==> config.mk <==
export PLATFORM = sky130hd
export DESIGN_NAME = dac_seq_ctrl
export DESIGN_NICKNAME = d
export VERILOG_FILES = /design/src/rtl/dac_seq_ctrl.sv
export SDC_FILE = /design/constraint.sdc
export NUM_CORES = 1
export LEC_CHECK = 0
export ABC_AREA = 0
export ABC_CLOCK_PERIOD_IN_PS = 3100
export CAP_MARGIN = 20
export CORE_MARGIN = 5
export CORE_UTILIZATION = 40
export DETAILED_ROUTE_END_ITERATION = 16
export GPL_TIMING_DRIVEN = 0
export SYNTH_ARGS = -nofsm -noshare
export SYNTH_HDL_FRONTEND = slang
export SYNTH_SLANG_ARGS = --single-unit
export TNS_END_PERCENT = 5
==> constraint.sdc <==
create_clock -name clk -period 3.1 [get_ports clk]
set_input_delay 0.465 -clock clk [delete_from_list [all_inputs] [get_ports clk]]
set_output_delay 0.465 -clock clk [all_outputs]
set_load 0.1 [all_outputs]
==> src/rtl/dac_seq_ctrl.sv <==
// Multi-channel DAC sample sequencer: FIFO of channel-tagged codes released one per tick.
// Optional slew limiting toward each channel's target is enabled by defining DAC_SLEW_LIMIT_EN.
//
// state    | meaning
// ST_IDLE  | tick counter frozen, FIFO still accepts pushes, outputs held
// ST_RUN   | counter counts down from period; each zero cycle is a tick
module dac_seq_ctrl #(
  parameter int WIDTH = 10,
  parameter int CHANNELS = 2,
  parameter int DEPTH = 8,
  parameter int DIV_W = 16,
  parameter logic [WIDTH-1:0] RESET_CODE = '0,
  parameter int MAX_STEP = 4,
  parameter int CH_W = (CHANNELS > 1) ? $clog2(CHANNELS) : 1
) (
  input  logic                        clk,
  input  logic                        reset,
  input  logic                        en,
  input  logic [DIV_W-1:0]            period,
  input  logic                        s_valid,
  output logic                        s_ready,
  input  logic [WIDTH-1:0]            s_data,
  input  logic [CH_W-1:0]             s_chan,
  output logic [CHANNELS*WIDTH-1:0]   dac_out,
  output logic [CHANNELS-1:0]         dac_upd,
  output logic [$clog2(DEPTH):0]      level,
  output logic                        underrun,
  input  logic                        clr_underrun
);

  localparam int AW = $clog2(DEPTH);
  localparam int LW = AW + 1;

  if (CHANNELS < 1 || CHANNELS > 8) begin : g_bad_channels
    $error("dac_seq_ctrl: CHANNELS must be 1..8");
  end
  if (DEPTH < 2 || (DEPTH & (DEPTH - 1)) != 0) begin : g_bad_depth
    $error("dac_seq_ctrl: DEPTH must be a power of two >= 2");
  end
  if (MAX_STEP < 1) begin : g_bad_step
    $error("dac_seq_ctrl: MAX_STEP must be >= 1");
  end

  typedef enum logic {ST_IDLE, ST_RUN} state_t;

  state_t              state_q, state_d;
  logic [DIV_W-1:0]    cnt_q, cnt_d;
  logic [CH_W+WIDTH-1:0] mem_q [DEPTH];
  logic [CH_W+WIDTH-1:0] mem_d [DEPTH];
  logic [AW-1:0]       wr_ptr_q, wr_ptr_d;
  logic [AW-1:0]       rd_ptr_q, rd_ptr_d;
  logic [LW-1:0]       level_q, level_d;
  logic                underrun_q, underrun_d;
  logic [WIDTH-1:0]    tgt_q [CHANNELS];
  logic [WIDTH-1:0]    tgt_d [CHANNELS];
  logic [WIDTH-1:0]    out_q [CHANNELS];
  logic [WIDTH-1:0]    out_d [CHANNELS];
  logic [CHANNELS-1:0] upd_q, upd_d;

  logic             tick, push, pop, full, empty;
  logic [CH_W-1:0]  head_chan;
  logic [WIDTH-1:0] head_data;

`ifdef DAC_SLEW_LIMIT_EN
  localparam logic signed [WIDTH:0] STEP_S = (WIDTH+1)'(MAX_STEP);

  // Difference is taken one bit wider than the code so it never wraps; the
  // final step lands exactly on the target.
  function automatic logic [WIDTH-1:0] slew_step(input logic [WIDTH-1:0] cur,
                                                 input logic [WIDTH-1:0] tgt);
    logic signed [WIDTH:0] diff;
    diff = signed'({1'b0, tgt}) - signed'({1'b0, cur});
    if (diff > STEP_S)
      return cur + WIDTH'(MAX_STEP);
    else if (diff < -STEP_S)
      return cur - WIDTH'(MAX_STEP);
    else
      return tgt;
  endfunction
`endif

  assign full    = (level_q == LW'(DEPTH));
  assign empty   = (level_q == '0);
  assign s_ready = !full;
  assign push    = s_valid && !full;
  assign pop     = tick && !empty;
  assign {head_chan, head_data} = mem_q[rd_ptr_q];

  always_comb begin
    state_d = state_q;
    cnt_d   = cnt_q;
    tick    = 1'b0;
    case (state_q)
      ST_IDLE: begin
        if (en) begin
          state_d = ST_RUN;
          cnt_d   = period;
        end
      end
      ST_RUN: begin
        if (!en) begin
          state_d = ST_IDLE;
        end else if (cnt_q == '0) begin
          tick  = 1'b1;
          cnt_d = period;
        end else begin
          cnt_d = cnt_q - DIV_W'(1);
        end
      end
      default: state_d = ST_IDLE;
    endcase
  end

  always_comb begin
    mem_d = mem_q;
    if (push) mem_d[wr_ptr_q] = {s_chan, s_data};
    wr_ptr_d = push ? wr_ptr_q + AW'(1) : wr_ptr_q;
    rd_ptr_d = pop ? rd_ptr_q + AW'(1) : rd_ptr_q;
    case ({push, pop})
      2'b10:   level_d = level_q + LW'(1);
      2'b01:   level_d = level_q - LW'(1);
      default: level_d = level_q;
    endcase
    // A tick on an empty FIFO beats a same-cycle clear.
    if (tick && empty)
      underrun_d = 1'b1;
    else if (clr_underrun)
      underrun_d = 1'b0;
    else
      underrun_d = underrun_q;
  end

  always_comb begin
    upd_d = '0;
    for (int k = 0; k < CHANNELS; k++) begin
      tgt_d[k] = tgt_q[k];
      out_d[k] = out_q[k];
      // Entries tagged with a channel >= CHANNELS match nothing and are dropped.
      if (pop && head_chan == CH_W'(k)) tgt_d[k] = head_data;
      if (tick) begin
`ifdef DAC_SLEW_LIMIT_EN
        out_d[k] = slew_step(out_q[k], tgt_d[k]);
`else
        out_d[k] = tgt_d[k];
`endif
        upd_d[k] = (out_d[k] != out_q[k]);
      end
    end
  end

  always_ff @(posedge clk) begin
    if (reset) begin
      state_q    <= ST_IDLE;
      cnt_q      <= '0;
      wr_ptr_q   <= '0;
      rd_ptr_q   <= '0;
      level_q    <= '0;
      underrun_q <= 1'b0;
      upd_q      <= '0;
      for (int k = 0; k < CHANNELS; k++) begin
        tgt_q[k] <= RESET_CODE;
        out_q[k] <= RESET_CODE;
      end
    end else begin
      state_q    <= state_d;
      cnt_q      <= cnt_d;
      wr_ptr_q   <= wr_ptr_d;
      rd_ptr_q   <= rd_ptr_d;
      level_q    <= level_d;
      underrun_q <= underrun_d;
      upd_q      <= upd_d;
      for (int k = 0; k < CHANNELS; k++) begin
        tgt_q[k] <= tgt_d[k];
        out_q[k] <= out_d[k];
      end
    end
  end

  // Storage needs no reset; validity is tracked by the pointers and level.
  always_ff @(posedge clk) begin
    mem_q <= mem_d;
  end

  always_comb begin
    dac_out = '0;
    for (int k = 0; k < CHANNELS; k++) dac_out[k*WIDTH +: WIDTH] = out_q[k];
  end

  assign dac_upd  = upd_q;
  assign level    = level_q;
  assign underrun = underrun_q;

endmodule

==> qor.yml <==
outcome:
  status: "finished clean"
worst_setup_path:
  reg2reg_setup_slack_ns: 0.15
  crit_path_max_fanout: 10
  cp.arrival_ns: 3.23
  cp_data_required_time_ns: 3.38
  setup.worst_path.start_class: "flop"
  timing_worst_setup_path_type: "reg2reg"
  end_kind: "flop"
power:
  report.power.total_mw: 4.76
  internal_power_mw: 3.56
  switching_share: 0.252
  total_leakage_power_nw: 3.02
  comb_power_share: 0.080
  sw_pwr_mw: 1.20
  power_frac_clock: 0.437
  powerDensity_nw_per_um2: 561
  sequential_power_share: 0.483
  vdd.ir_drop.worst_mv: 0.392
yosys:
  syn_area_sq_um: 6830
  postSynthCellCount: 583
  postSynth.asyncResetShare: 0
  synth_seq_area_share: 0.592
  syn_area_per_cell_sq_um: 11.7
  syn-num-nets: 621
  synth_top_area_cell: "sky130_fd_sc_hd__edfxtp_1"
  most_used_dff_post_synth: "sky130_fd_sc_hd__edfxtp_1"
  synth_warnings: 0
  synth_enable_flop_cells: 88
  synth.top_cells.by_area: "sky130_fd_sc_hd__edfxtp_1, sky130_fd_sc_hd__dfxtp_1, sky130_fd_sc_hd__mux4_2, sky130_fd_sc_hd__nor2_1, sky130_fd_sc_hd__mux2i_1"
  ys_ff_latch: 158
  netlist.area_leader.share: 0.387
  yosysMostFrequentCell: "sky130_fd_sc_hd__nor2_1"
  netlist-cell-type-count: 59
  synth_commonest_cells: "sky130_fd_sc_hd__nor2_1, sky130_fd_sc_hd__edfxtp_1, sky130_fd_sc_hd__dfxtp_1, sky130_fd_sc_hd__nand2_1, sky130_fd_sc_hd__a21oi_1"
sta:
  timing.final.hold_violations: 0
  timing_max_transition_violations_final: 0
  period_share: 0.951
  hold_slack_ns: 0.509
  final.setup.tns_ns: 0
  setup-violations-final: 0
  grt_setup_unrepaired: "false"
  worst_slew_pin_slew_ns: 0.986
  max_freq_ghz: 0.339
  finalCriticalPeriod_ns: 2.95
  layout_setup_ws_ns: 0.151
  finalClockSkew_ns: 0.00776
  slew_headroom: 0.340
clocking:
  cts.root.buffer_cell: "sky130_fd_sc_hd__clkbuf_16"
  htree_levels: 4
  clock_sinks: 158
  clock_path_buffers: 2
  tritoncts: "built"
  tritoncts.num_buffers: 17
  clkTransAtPathRegs_ns: 0.07
  insertion_delay_ns: 0.43
die:
  rows: 47
  die_area_sq_um: 19800
  fp.coreArea_sq_um: 16600
  dieHeight_um: 141
  initial_utilization: 0.410
  dieWidth_um: 141
  top_level_ports: 60
routing:
  wirelength_um: 16100
  drt_first_iter_violations: 297
  drt-pass1-iter-count: 5
  vias_per_cell: 5.29
  detailroute.via_count: 4779
  antenna_violating_nets_post_route: 0
  post-route-drc-count: 0
  route.detailed.wl_per_inst_um: 17.9
global_routing:
  grtUsageTotal: 0.168
  first_global_vias: 4800
  grt_max_degree: 18
  grt_first_pass_wirelength_um: 26000
  globalRouteOverflowTotal: 0
  grt_antenna_before_repair: 0
placed_design:
  port-buffer-count: 58
  detailedPlacementHpwl_um: 11500
  placedInstanceArea_sq_um: 7820
  placedCellCount: 869
  post-place-ws_ns: -0.357
  finalWeightedCongestion: 0.884
layout:
  layout.nets: 708
  instances_no_fill: 903
  layout-drive-gt1-share: 0.145
  layout.core_utilization: 0.510
  post-route-cell-area_sq_um: 8490
  layout-area-overhead-vs-synth_pct: 24.2
  diodes: 0
worst_hold_path:
  timing.hold.worst.class: "reg2reg"
job:
  timing.max_cap.violations: 0
[cell type report]
cell class              instances  area [sq um]
plain buffers                  31           156
clock buffers                  17           425
clock inverters                15           165
fillers                      1415          8160
inverters                      18          67.6
multi-input cells             376          2670
flip-flops and latches        158          4050
well taps                     220           275
repair buffers                 68           682
[metal layers]
metal / routed length, um / GRT usage / up-vias
met3: 657 / 0.0362 / 21
met2: 7810 / 0.275 / 100
met4: 225 / 0.0505 / 0
li1: - / - / 2312
met5: 0 / 0 / -
met1: 7440 / 0.226 / 2346
[cells by family (layout without fill, tap and decap cells)]
logic type	after synthesis	in the layout	share of synthesized area
and+or+nand+nor	188	188	0.128
DFF	158	158	0.592
AOI/OAI and AO/OA	108	108	0.101
muxes	53	53	0.110
buffers and inverters	49	149	0.0311
xor gates and xnor gates	21	21	0.0269
adders and majority gates	6	6	0.0110
[sequential cells by signal (all words and copies together), names as in the netlist, 2 cells and up]
name and cells:
level 4, mem_q 88, rd_ptr_q 3, out_q 20, tgt_q 20, wr_ptr_q 3, dac_upd 2, cnt_q 16
[final timing paths]
| check | to | startpoint | cells after the start |
|---|---|---|---|
| worst max-delay path | dac_upd[1] | rd_ptr_q[2] | 8 |
| worst min-delay path | tgt_q[0][13] | tgt_q[0][13] | 2 |
| worst max register to register | dac_upd[1] | rd_ptr_q[2] | 8 |
| worst min register to register | tgt_q[0][13] | tgt_q[0][13] | 2 |
[cell usage in the layout (no fill, tap or decap), types with 11 or more instances in the layout]
cell                              Yosys  layout
sky130_fd_sc_hd__clkdlybuf4s50_1      0      58
sky130_fd_sc_hd__mux2i_1             30      30
sky130_fd_sc_hd__xnor2_1             11      11
sky130_fd_sc_hd__a21oi_1             31      31
sky130_fd_sc_hd__o21ai_0             26      26
sky130_fd_sc_hd__nand2_1             41      40
sky130_fd_sc_hd__clkbuf_16            0      17
sky130_fd_sc_hd__clkbuf_1            19      19
sky130_fd_sc_hd__edfxtp_1            88      88
sky130_fd_sc_hd__dfxtp_1             70      66
sky130_fd_sc_hd__inv_1               18      18
sky130_fd_sc_hd__mux4_2              17      17
sky130_fd_sc_hd__nor2_1              95      94
sky130_fd_sc_hd__a22oi_1             11      11
[worst max-delay path, cell delays in order (launching register included)]
cell                        delay (ns)
sky130_fd_sc_hd__dfxtp_1          0.31
sky130_fd_sc_hd__clkbuf_1         0.38
sky130_fd_sc_hd__clkbuf_1         0.56
sky130_fd_sc_hd__mux2_2           0.50
sky130_fd_sc_hd__o2bb2ai_1        0.15
sky130_fd_sc_hd__a2111oi_0        0.30
sky130_fd_sc_hd__mux2i_1          0.14
sky130_fd_sc_hd__a211oi_1         0.27
sky130_fd_sc_hd__a41oi_1          0.18
[power by group through the flow]
stage	Combinational, mW	Clock, mW	Sequential, mW
final	0.381	2.08	2.30
after global routing	0.416	2.21	2.30
after CTS	0.378	2.12	2.30
after detailed placement	0.368	0	2.34
after global placement	0.350	0	2.34
after floorplan	0.204	0	2.36
[what timing repair did]
action | 4_1_cts | 5_1_grt
hold buffers | 0 | 0
endpoints found under the setup margin | 4 | 4
resized for setup | 5 | 7
buffers inserted | 0 | 2
pin swaps | 0 | 1
Power figures use the tool's default switching activity.
